===== src/rtl/perceptron_param_loader.sv =====
// Byte-stream loader for perceptron W/X registers: framed writes into shadow
// registers, atomic COMMIT to the active set, and readback of the active set.
module perceptron_param_loader #(
    parameter int NUM_INPUTS = 2,
    parameter int DW         = 8
) (
    input  logic                    clk,
    input  logic                    rst_n,
    input  logic [7:0]              in_data,
    input  logic                    in_valid,
    output logic                    in_ready,
    output logic [NUM_INPUTS*8-1:0] w_flat,
    output logic [NUM_INPUTS*8-1:0] x_flat,
    output logic                    params_valid,
    output logic                    commit_pulse,
    output logic                    err,
    output logic [7:0]              rd_data,
    output logic                    rd_valid,
    input  logic                    rd_ready
);

    typedef enum logic [1:0] {
        IDLE,
        DATA,
        RDBACK
    } state_t;

    localparam logic [3:0] N_IDX = 4'(NUM_INPUTS);

    state_t          state;
    logic [DW-1:0]   shadow_w [NUM_INPUTS];
    logic [DW-1:0]   shadow_x [NUM_INPUTS];
    logic [DW-1:0]   active_w [NUM_INPUTS];
    logic [DW-1:0]   active_x [NUM_INPUTS];
    logic [3:0]      idx;
    logic [2:0]      remaining;
    logic            tgt_x;
    logic            bad_bank;
    logic            rd_bank;
    logic            commit_req;
    logic [DW-1:0]   rd_byte;
    logic            rd_oor;
    logic            accept;

    assign accept = in_valid && in_ready;

    always_comb begin
        for (int unsigned i = 0; i < NUM_INPUTS; i++) begin
            w_flat[8*i +: 8] = active_w[i];
            x_flat[8*i +: 8] = active_x[i];
        end
    end

    // Readback source: out-of-range indices read as zero and flag an error.
    always_comb begin
        rd_byte = '0;
        rd_oor  = 1'b1;
        for (int unsigned i = 0; i < NUM_INPUTS; i++) begin
            if (idx == 4'(i)) begin
                rd_oor  = 1'b0;
                rd_byte = rd_bank ? active_x[i] : active_w[i];
            end
        end
    end

    always_ff @(posedge clk or negedge rst_n) begin
        if (!rst_n) begin
            state        <= IDLE;
            in_ready     <= 1'b1;
            params_valid <= 1'b0;
            commit_pulse <= 1'b0;
            commit_req   <= 1'b0;
            err          <= 1'b0;
            rd_data      <= '0;
            rd_valid     <= 1'b0;
            idx          <= '0;
            remaining    <= '0;
            tgt_x        <= 1'b0;
            bad_bank     <= 1'b0;
            rd_bank      <= 1'b0;
            for (int unsigned i = 0; i < NUM_INPUTS; i++) begin
                shadow_w[i] <= '0;
                shadow_x[i] <= '0;
                active_w[i] <= '0;
                active_x[i] <= '0;
            end
        end else begin
            // Pulse trails the active-register update by one cycle.
            commit_req   <= 1'b0;
            commit_pulse <= commit_req;
            case (state)
                IDLE: begin
                    if (accept) begin
                        idx       <= {1'b0, in_data[2:0]};
                        remaining <= {1'b0, in_data[5:4]} + 3'd1;
                        case (in_data[7:6])
                            2'b00, 2'b01: begin
                                tgt_x    <= in_data[6];
                                bad_bank <= in_data[3];
                                if (in_data[3]) err <= 1'b1;
                                state <= DATA;
                            end
                            2'b10: begin
                                for (int unsigned i = 0; i < NUM_INPUTS; i++) begin
                                    active_w[i] <= shadow_w[i];
                                    active_x[i] <= shadow_x[i];
                                end
                                params_valid <= 1'b1;
                                commit_req   <= 1'b1;
                                err          <= 1'b0;
                            end
                            default: begin
                                rd_bank  <= in_data[3];
                                state    <= RDBACK;
                                in_ready <= 1'b0;
                            end
                        endcase
                    end
                end
                DATA: begin
                    if (accept) begin
                        // A frame with the bank bit set is drained without writing.
                        for (int unsigned i = 0; i < NUM_INPUTS; i++) begin
                            if (idx == 4'(i) && !bad_bank) begin
                                if (tgt_x) shadow_x[i] <= in_data;
                                else       shadow_w[i] <= in_data;
                            end
                        end
                        if (idx >= N_IDX) err <= 1'b1;
                        idx       <= idx + 4'd1;
                        remaining <= remaining - 3'd1;
                        if (remaining == 3'd1) state <= IDLE;
                    end
                end
                RDBACK: begin
                    if (rd_valid) begin
                        if (rd_ready) begin
                            rd_valid  <= 1'b0;
                            idx       <= idx + 4'd1;
                            remaining <= remaining - 3'd1;
                            if (remaining == 3'd1) begin
                                state    <= IDLE;
                                in_ready <= 1'b1;
                            end
                        end
                    end else begin
                        rd_valid <= 1'b1;
                        rd_data  <= rd_byte;
                        if (rd_oor) err <= 1'b1;
                    end
                end
                default: begin
                    state    <= IDLE;
                    in_ready <= 1'b1;
                end
            endcase
        end
    end

endmodule

===== config.mk =====
export PLATFORM = sky130hd
export DESIGN_NAME = perceptron_param_loader
export DESIGN_NICKNAME = d
export VERILOG_FILES = /design/src/rtl/perceptron_param_loader.sv
export SDC_FILE = /design/constraint.sdc
export NUM_CORES = 1
export LEC_CHECK = 0
export ABC_AREA = 1
export CAP_MARGIN = 20
export CORE_MARGIN = 1.5
export CORE_UTILIZATION = 58
export DETAILED_ROUTE_END_ITERATION = 10
export GPL_ROUTABILITY_DRIVEN = 1
export PLACE_DENSITY_LB_ADDON = 0.15
export SLEW_MARGIN = 15
export SYNTH_ARGS = -nofsm -noshare
export SYNTH_HDL_FRONTEND = slang
export SYNTH_SLANG_ARGS = --single-unit

===== constraint.sdc =====
create_clock -name clk -period 3.7 [get_ports clk]
set_input_delay 0.925 -clock clk [delete_from_list [all_inputs] [get_ports clk]]
set_output_delay 0.925 -clock clk [all_outputs]
set_load 0.05 [all_outputs]

* After elaboration in Yosys (flattened, before gate mapping)
Cells that the tools add are included.
** Word-level totals
- Register bits after elaboration :: 90
- Input port bits :: 12
- Output and inout port bits :: 45
** Cells by class
- Add/subtract/negate cells :: 3
- $lt $le $gt $ge :: 1
- Equal/unequal tests :: 18
- Multiplexer cells :: 42
- Bitwise logic cells :: 4
- Reductions and logical operators :: 22
** Operators by type and width (count)
- $mux W8 :: 4
- $ne A2 B2 Y1 const B :: 10
- $mux W1 :: 18
- $mux W4 :: 4
- $reduce_and A4 Y1 :: 4
- $mux W3 :: 4
- $pmux W4 S3 :: 1
- $mux W2 :: 5
- $reduce_and A5 Y1 :: 2
- $pmux W3 S3 :: 1
- $reduce_and A3 Y1 :: 3
- $reduce_and A8 Y1 :: 1
- $pmux W1 S3 :: 2
- $pmux W2 S3 :: 1
- $reduce_and A6 Y1 :: 1
- $add A4 B1 Y4 const B :: 1
- $eq A2 B1 Y1 const B :: 2
- $eq A2 B2 Y1 const B :: 2
- $eq A4 B1 Y1 const B :: 1
- $ge A4 B2 Y1 const B :: 1
- $logic_not A2 Y1 :: 2
- $logic_not A4 Y1 :: 1
- $not A1 Y1 :: 4
- $pmux W2 S2 :: 1
- other kinds (12) :: 14

* Longest topological paths before layout
Gate-level depths: netlist of the first run.
- Depth in word-level cells :: 6
- Depth in mapped cells :: 11
- Depth with buffers taken out :: 9

* Worst setup path after synthesis of the first run
Ideal clock, no wire load.
- Path type :: input to register
- Start point :: input port in_valid
- End point :: register idx[3]
- Library setup time :: 0.118 ns
- Arrival :: 1.631 ns
- Required time :: 3.582 ns
- Setup slack :: 1.952 ns
- Stages on the path :: 9
- Path buffers :: 1
- Path through :: nand2_2 > nand2_1 > nand2_1 > inv_2 > nand2_1 > inv_2 > buf_2 > nand3_1 > nand2_1
** Between the ends
- Longest elaborated chain between the ends :: 3
- Elaborated cells on any way between the ends :: 4
** Ends and longest elaborated chain
- start: declaration :: RTL line 10 : input logic in_valid,
- $logic_and A1 B1 Y1 (*) :: RTL line 45 : assign accept = in_valid && in_ready;
- $ne A2 B2 Y1 (no source line)
- $reduce_and A5 Y1 (no source line) (*)
- end signal: assignment :: RTL line 94 : idx <= {1'b0, in_data[2:0]};
- end signal: assignment :: RTL line 130 : idx <= idx + 4'd1;
- end signal: assignment :: RTL line 139 : idx <= idx + 4'd1;
- end: declaration :: RTL line 35 : logic [3:0] idx;
Mark *: on every way between the ends. The rest lies on a longest branch, timed or not.
A chain may end at the register's enable or synchronous reset.

* Worst setup path after layout of the first run
- Start point :: register in_ready
- End point :: output port in_ready
** RTL lines
- start: declaration :: RTL line 11 : output logic in_ready,
- start signal: assignment :: RTL line 69 : in_ready <= 1'b1;
- start signal: assignment :: RTL line 115 : in_ready <= 1'b0;
- start signal: assignment :: RTL line 143 : in_ready <= 1'b1;
No word-level cell between the ends.

==> flow_summary_export.csv, run 1 <==
group,metric,value,unit
route,drt-initial-drc-count,217,
placement,place_inst,586,
cts,clock_path_buffers,2,
outcome,status,"completed",
grt,grtUsageMet3,2.952,%
die,ioPinCount,57,
synth,syn_area,4044,um^2
route,post_drt_wl_per_cell,14.30,um
setup_path,cp.arrival,1.71,ns
route,dr.pass1.iters,5,
route,ant_nets,0,
die,rows,30,
die,core,6756,um^2
synth,async_reset_ff_share,100.0,%
synth,yosys_warnings,0,
setup_path,path_class,"reg -> out",
route,viasPerCell,5.279,
setup_path,crit_chain,"clkdlybuf4s50_1",
timing,finalCriticalPeriod,2.630,ns
placement,place_congestion,0.8882,
cts,cts_max_level,3,
run,maxCapViolCount,0,
timing,tightest_slew,0.8570,ns
timing,rsz0062_at_grt,"no",
cells_and_area,finalCoreUtilization,71.17,%
setup_path,cp_slowest_cell,"clkdlybuf4s50_1",
route,vias,3178,
power,vdd_drop_max,180.3,uV
route,drcViolationCount,0,
setup_path,startpoint_type,"flip-flop",
hold_path,min_to,"commit_pulse$_DFF_PN0_",
hold_path,hold_class,"reg -> reg",
setup_path,worstPathMaxFanout,3,
die,die_h,86.50,um
placement,dp_hpwl,6.157,mm
grt,grt.busiest_layer,"met2",
cts,cts_buffers,9,
cts,clock_latency,0.35,ns
placement,io_buffers,56,
synth,yosysMostFrequentCell,"nand2_1",
hold_path,worstHoldStart,"commit_req$_DFF_PN0_",
synth,synthTopCellsByCount,"167 x nand2_1, 89 x dfrtp_1, 46 x o21ai_1, 39 x inv_1, 27 x o21ai_0",
timing,setup_tns,0,ns
setup_path,crit_path_max_incr_delay,0.80,ns
route,drt-total-wl,8.606,mm
synth,synth_cell_type_count,25,
grt,met1_usage,35.75,%
timing,finalHoldViolCount,0,
synth,synth-seq-cells,90,
synth,avgSynthCellArea,8.697,um^2
power,p_leak,2.302,nW
cts,post-cts-setup-buffers,0,
cts,cts_tree,"done",
setup_path,regToRegSetupSlack,1.83,ns
cts,cts_sinks,90,
timing,max_slew_margin,42.87,%
cells_and_area,area_growth,18.90,%
setup_path,reg2reg_depth,7,
cts,cts-root-buf,"clkbuf_8",
timing,holdWs,0.4045,ns
grt,grt_max_degree,91,
synth,synth_nets,488,
cells_and_area,nets,540,
cells_and_area,n_antenna_cell,0,
grt,antenna_found_initial,0,
setup_path,required,2.77,ns
grt,grt_util_all_layers,25.22,%
synth,synth_seq_area_share,55.72,%
grt,use_met2,38.64,%
synth,synth_top_area_share,55.07,%
timing,setup_viol,0,
die,die_area,7482,um^2
synth,ys.flop_type,"dfrtp_1",
synth,synth_area_leaders,"dfrtp_1 55%, nand2_1 16%, o21ai_1 5.7%, inv_1 3.6%, ha_1 3.4%",
synth,synthCells,465,
hold_path,hold_path_depth,0,
cells_and_area,layout-drive-gt1-share,9.004,%
cts,cts_hold_buffers,0,
setup_path,r2r-start,"state[0]$_DFFE_PN0P_",
cts,clkTransAtPathRegs,0.09,ns
die,die_w,86.50,um
cells_and_area,nFillCells,566,
synth,synth-edff-count,0,
die,initial_utilization,59.85,%
timing,finalMaxSlewViolations,0,
cts,ctsResizeCount,0,
timing,worst_clock_skew,0.01456,ns
timing,fmaxAchievable,380.2,MHz
grt,grt_pass1_wl,14.34,mm
synth,synth_largest_area_cell,"dfrtp_1",
setup_path,cp-end-kind,"primary output",
setup_path,cp_num_buf_inv,1,
timing,fin_crit_sh,71.08,%
grt,grt_pass1_vias,3038,
setup_path,r2r_end,"w_flat[2]$_DFFE_PN0P_",
cells_and_area,fin_cells,602,
power,p_per_area,343.8,nW/um^2
setup_path,crit_family,"buffers and inverters",
grt,gr-total-overflow,0,
-- flip-flops by register name, summed over array words and instances (netlist names) --
register      count
commit_req        1
x_flat           16
state             2
rd_bank           1
rd_valid          1
bad_bank          1
remaining         3
commit_pulse      1
in_ready          1
tgt_x             1
err               1
w_flat           16
shadow_w         16
rd_data           8
params_valid      1
shadow_x         16
idx               4
-- worst max path at each step --
stage / start / to / slack, ns / cells past startpoint
6_report: in_ready$_DFFE_PN1P_ / in_ready / 1.07 / 1
5_1_grt: in_ready$_DFFE_PN1P_ / in_ready / 1.04 / 1
4_1_cts: in_ready$_DFFE_PN1P_ / in_ready / 1.05 / 1
3_5_place_dp: in_data[7] / w_flat[0]$_DFFE_PN0P_ / 1.15 / 6
3_3_place_gp: in_data[7] / w_flat[5]$_DFFE_PN0P_ / 1.24 / 6
2_1_floorplan: in_valid / idx[3]$_DFFE_PN0P_ / 1.95 / 9
-- metrics by stage --
step	setup WS (ns)	total power [W]	cell area (um^2)
floorplan	1.952	0.001015	4044
global placement	1.242	0.001052	4617
detailed placement	1.148	0.001053	4617
CTS	1.050	0.001664	4805
global route	1.035	0.001702	4808
finish	1.070	0.001653	4808
-- area by class of cell --
| cell class | instances | area (um^2) | area share [%] |
|---|---|---|---|
| Clock buffer | 11 | 151.4 | 3.149 |
| Clock inverter | 5 | 36.28 | 0.7546 |
| Inverter | 43 | 161.4 | 3.357 |
| Multi-Input combinational cell | 315 | 1529 | 31.80 |
| Sequential cell | 90 | 2253 | 46.86 |
| Tap cell | 80 | 100.1 | 2.082 |
| Timing Repair Buffer | 58 | 576.8 | 12.00 |
-- per-layer routing --
layer,up-vias,share of wire [%]
met5,-,0
met4,0,2.9
met3,19,4.2
met2,81,45
met1,1488,47
li1,1590,-
-- cell families (layout without fill, tap and decap cells) --
family	after synthesis	in the layout	synth area share [%]
simple gates	210	210	21.44
compound gates	93	93	12.62
flops	90	90	55.72
buf+inv	60	117	6.590
fa+ha+maj	11	11	3.403
xor+xnor	1	1	0.2166
-- cells in the final DEF, fill, tap and decap left out, types with 2 or more instances in the layout --
cell type / n
a21oi_1: 2
a31oi_1: 8
buf_4: 2
clkbuf_8: 11
clkdlybuf4s50_1: 55
clkinv_2: 2
clkinv_4: 2
dfrtp_1: 89
ha_1: 11
inv_1: 39
inv_2: 4
nand2_1: 167
nand2_2: 7
nand3_1: 13
nor2_1: 13
nor2_2: 3
nor3_4: 2
o21ai_0: 27
o21ai_1: 46
o21ai_2: 8
or2_2: 2
-- power by group --
group / internal [W] / total [W] / switching [W]
logic: 0.0000139 / 0.0000496 / 0.0000357
registers: 0.000983 / 0.000983 / 0
clock network: 0.000283 / 0.000621 / 0.000337
(Power assumes the default switching activity.)
==> inputs of run 2 (changes only) <==
- CORE_UTILIZATION: 58 -> 54
- clock period: 3.7 -> 2.62 ns (I/O delays scaled with it)
==> flow_summary_export.csv, run 2 (synthesis results as in run 1) <==
group,metric,value,unit
setup_path,startpoint_type,"flip-flop",
setup_path,crit_family,"buffers and inverters",
power,pwr-share-clk,40.2,%
power,p_leak,2.315,nW
placement,preCtsSetupSlack,0.5300,ns
setup_path,crit_path_max_incr_delay,0.80,ns
cells_and_area,nets,542,
cts,cts_buffers,9,
cells_and_area,finalCoreUtilization,67.43,%
setup_path,path_class,"reg -> out",
grt,grt_pass1_vias,3014,
die,die_w,89.54,um
power,p_sw,0.0005608,W
die,ioPinCount,57,
cts,cts_sinks,90,
timing,worst_clock_skew,0.01185,ns
timing,finalMaxSlewViolations,0,
timing,finalHoldViolCount,0,
die,die_area,8017,um^2
outcome,status,"completed",
setup_path,cp_slowest_cell,"clkdlybuf4s50_1",
die,rows,31,
cts,cts-root-buf,"clkbuf_8",
power,vdd_drop_max,429.6,uV
cells_and_area,n_antenna_cell,0,
cts,post-cts-setup-buffers,0,
route,drt-total-wl,8.608,mm
setup_path,cp_num_buf_inv,1,
setup_path,cp.arrival,1.71,ns
route,ant_nets,0,
timing,fin_crit_sh,90.12,%
timing,setup_viol,0,
die,die_h,89.54,um
die,core,7253,um^2
cells_and_area,layout_commonest_cell,"nand2_1",
setup_path,worstPathMaxFanout,3,
cells_and_area,area_growth,20.95,%
cts,cts_tree,"done",
power,switching_share,22.90,%
timing,setup_tns,0,ns
route,drcViolationCount,0,
timing,max_slew_margin,56.45,%
grt,grt_pass1_wl,14.53,mm
cts,clock_path_buffers,2,
setup_path,regToRegSetupSlack,0.93,ns
timing,fin_ws,0.2588,ns
power,p_int,0.001888,W
route,drt-initial-drc-count,237,
route,dr.pass1.iters,4,
placement,io_buffers,56,
cts,clock_latency,0.36,ns
setup_path,cp-end-kind,"primary output",
placement,dp_hpwl,6.222,mm
setup_path,required,1.97,ns
cts,ctsResizeCount,0,
timing,tightest_slew,0.6526,ns
cts,clkTransAtPathRegs,0.09,ns
route,vias,3194,
cells_and_area,layout-drive-gt1-share,9.351,%
grt,gr-total-overflow,0,
run,maxCapViolCount,0,
grt,grt_max_degree,51,
timing,holdWs,0.2499,ns
timing,rsz0062_at_grt,"no",
power,pwr-share-seq,56.7,%
timing,fmaxAchievable,423.5,MHz
power,pwr-share-comb,3.1,%
cts,cts_hold_buffers,0,
cts,cts_max_level,3,
timing,finalCriticalPeriod,2.361,ns
route,post_drt_wl_per_cell,13.82,um
placement,place_congestion,0.8836,
power,p_per_area,500.6,nW/um^2
cells_and_area,layout_common_cells,"167 x nand2_1, 89 x dfrtp_1, 55 x clkdlybuf4s50_1",
setup_path,crit_chain,"clkdlybuf4s50_1",
grt,antenna_found_initial,0,
grt,grt_util_all_layers,24.33,%
hold_path,hold_class,"in -> async",
die,initial_utilization,55.75,%
route,viasPerCell,5.127,
==> run 2: cell count changes in the layout (fill, tap and decap cells not counted), sizes merged <==
cell / previous run / this run
buf: 3 / 5
clkinvlp: 0 / 3
clkinv: 4 / 0
bufinv: 0 / 1
clkbuf: 11 / 10
inv: 44 / 45
==> run 2: final timing paths <==
path	startpoint	endpoint	cells after the start
max	in_ready$_DFFE_PN1P_	in_ready	1
max reg2reg	state[0]$_DFFE_PN0P_	w_flat[15]$_DFFE_PN0P_	7
max in group asynchronous	rst_n	w_flat[1]$_DFFE_PN0P_	2
min	rst_n	w_flat[8]$_DFFE_PN0P_	1
min in group clk	commit_req$_DFF_PN0_	commit_pulse$_DFF_PN0_	0
min reg2reg	commit_req$_DFF_PN0_	commit_pulse$_DFF_PN0_	0
==> run 2: layout make-up <==
type,instances,area (um^2)
flip-flops and latches,90,2253
clock inverters,6,72.57
clock buffers,10,137.6
repair buffers,60,613.1
multi-input cells,315,1529
inverters,43,161.4
fillers,589,2362
well taps,99,123.9
==> run 2: worst register-to-register path: stages, from the launching register on <==
cell and delay, ns:
dfrtp_1 0.43, inv_1 0.10, ha_1 0.31, nand3_1 0.20, nor2_4 0.16, buf_12 0.24, nand2_1 0.09, o21ai_1 0.09
==> run 2: power groups by stage <==
stage | clock [W] | sequential, W | combinational, W
floorplan | 0 | 0.00142 | 0.0000171
global placement | 0 | 0.00142 | 0.0000769
detailed placement | 0 | 0.00142 | 0.0000781
CTS | 0.00100 | 0.00139 | 0.0000782
global route | 0.00104 | 0.00139 | 0.0000859
finish | 0.000985 | 0.00139 | 0.0000755
==> run 2: stage by stage <==
step	std cells	instance area (um^2)	power (W)
6_report	623	4891	0.002448
5_1_grt	623	4891	0.002519
4_1_cts	623	4891	0.002466
3_5_place_dp	607	4681	0.001493
3_3_place_gp	607	4681	0.001492
2_1_floorplan	465	4044	0.001433
==> run 2: routing by layer <==
| metal | global-route usage [%] | wire [um] | share of wire [%] |
|---|---|---|---|
| met5 | 0 | 0 | 0 |
| met2 | 36.02 | 3804 | 44 |
| met3 | 4.709 | 440 | 5.1 |
| met4 | 10.91 | 283 | 3.3 |
| met1 | 34.98 | 4080 | 47 |
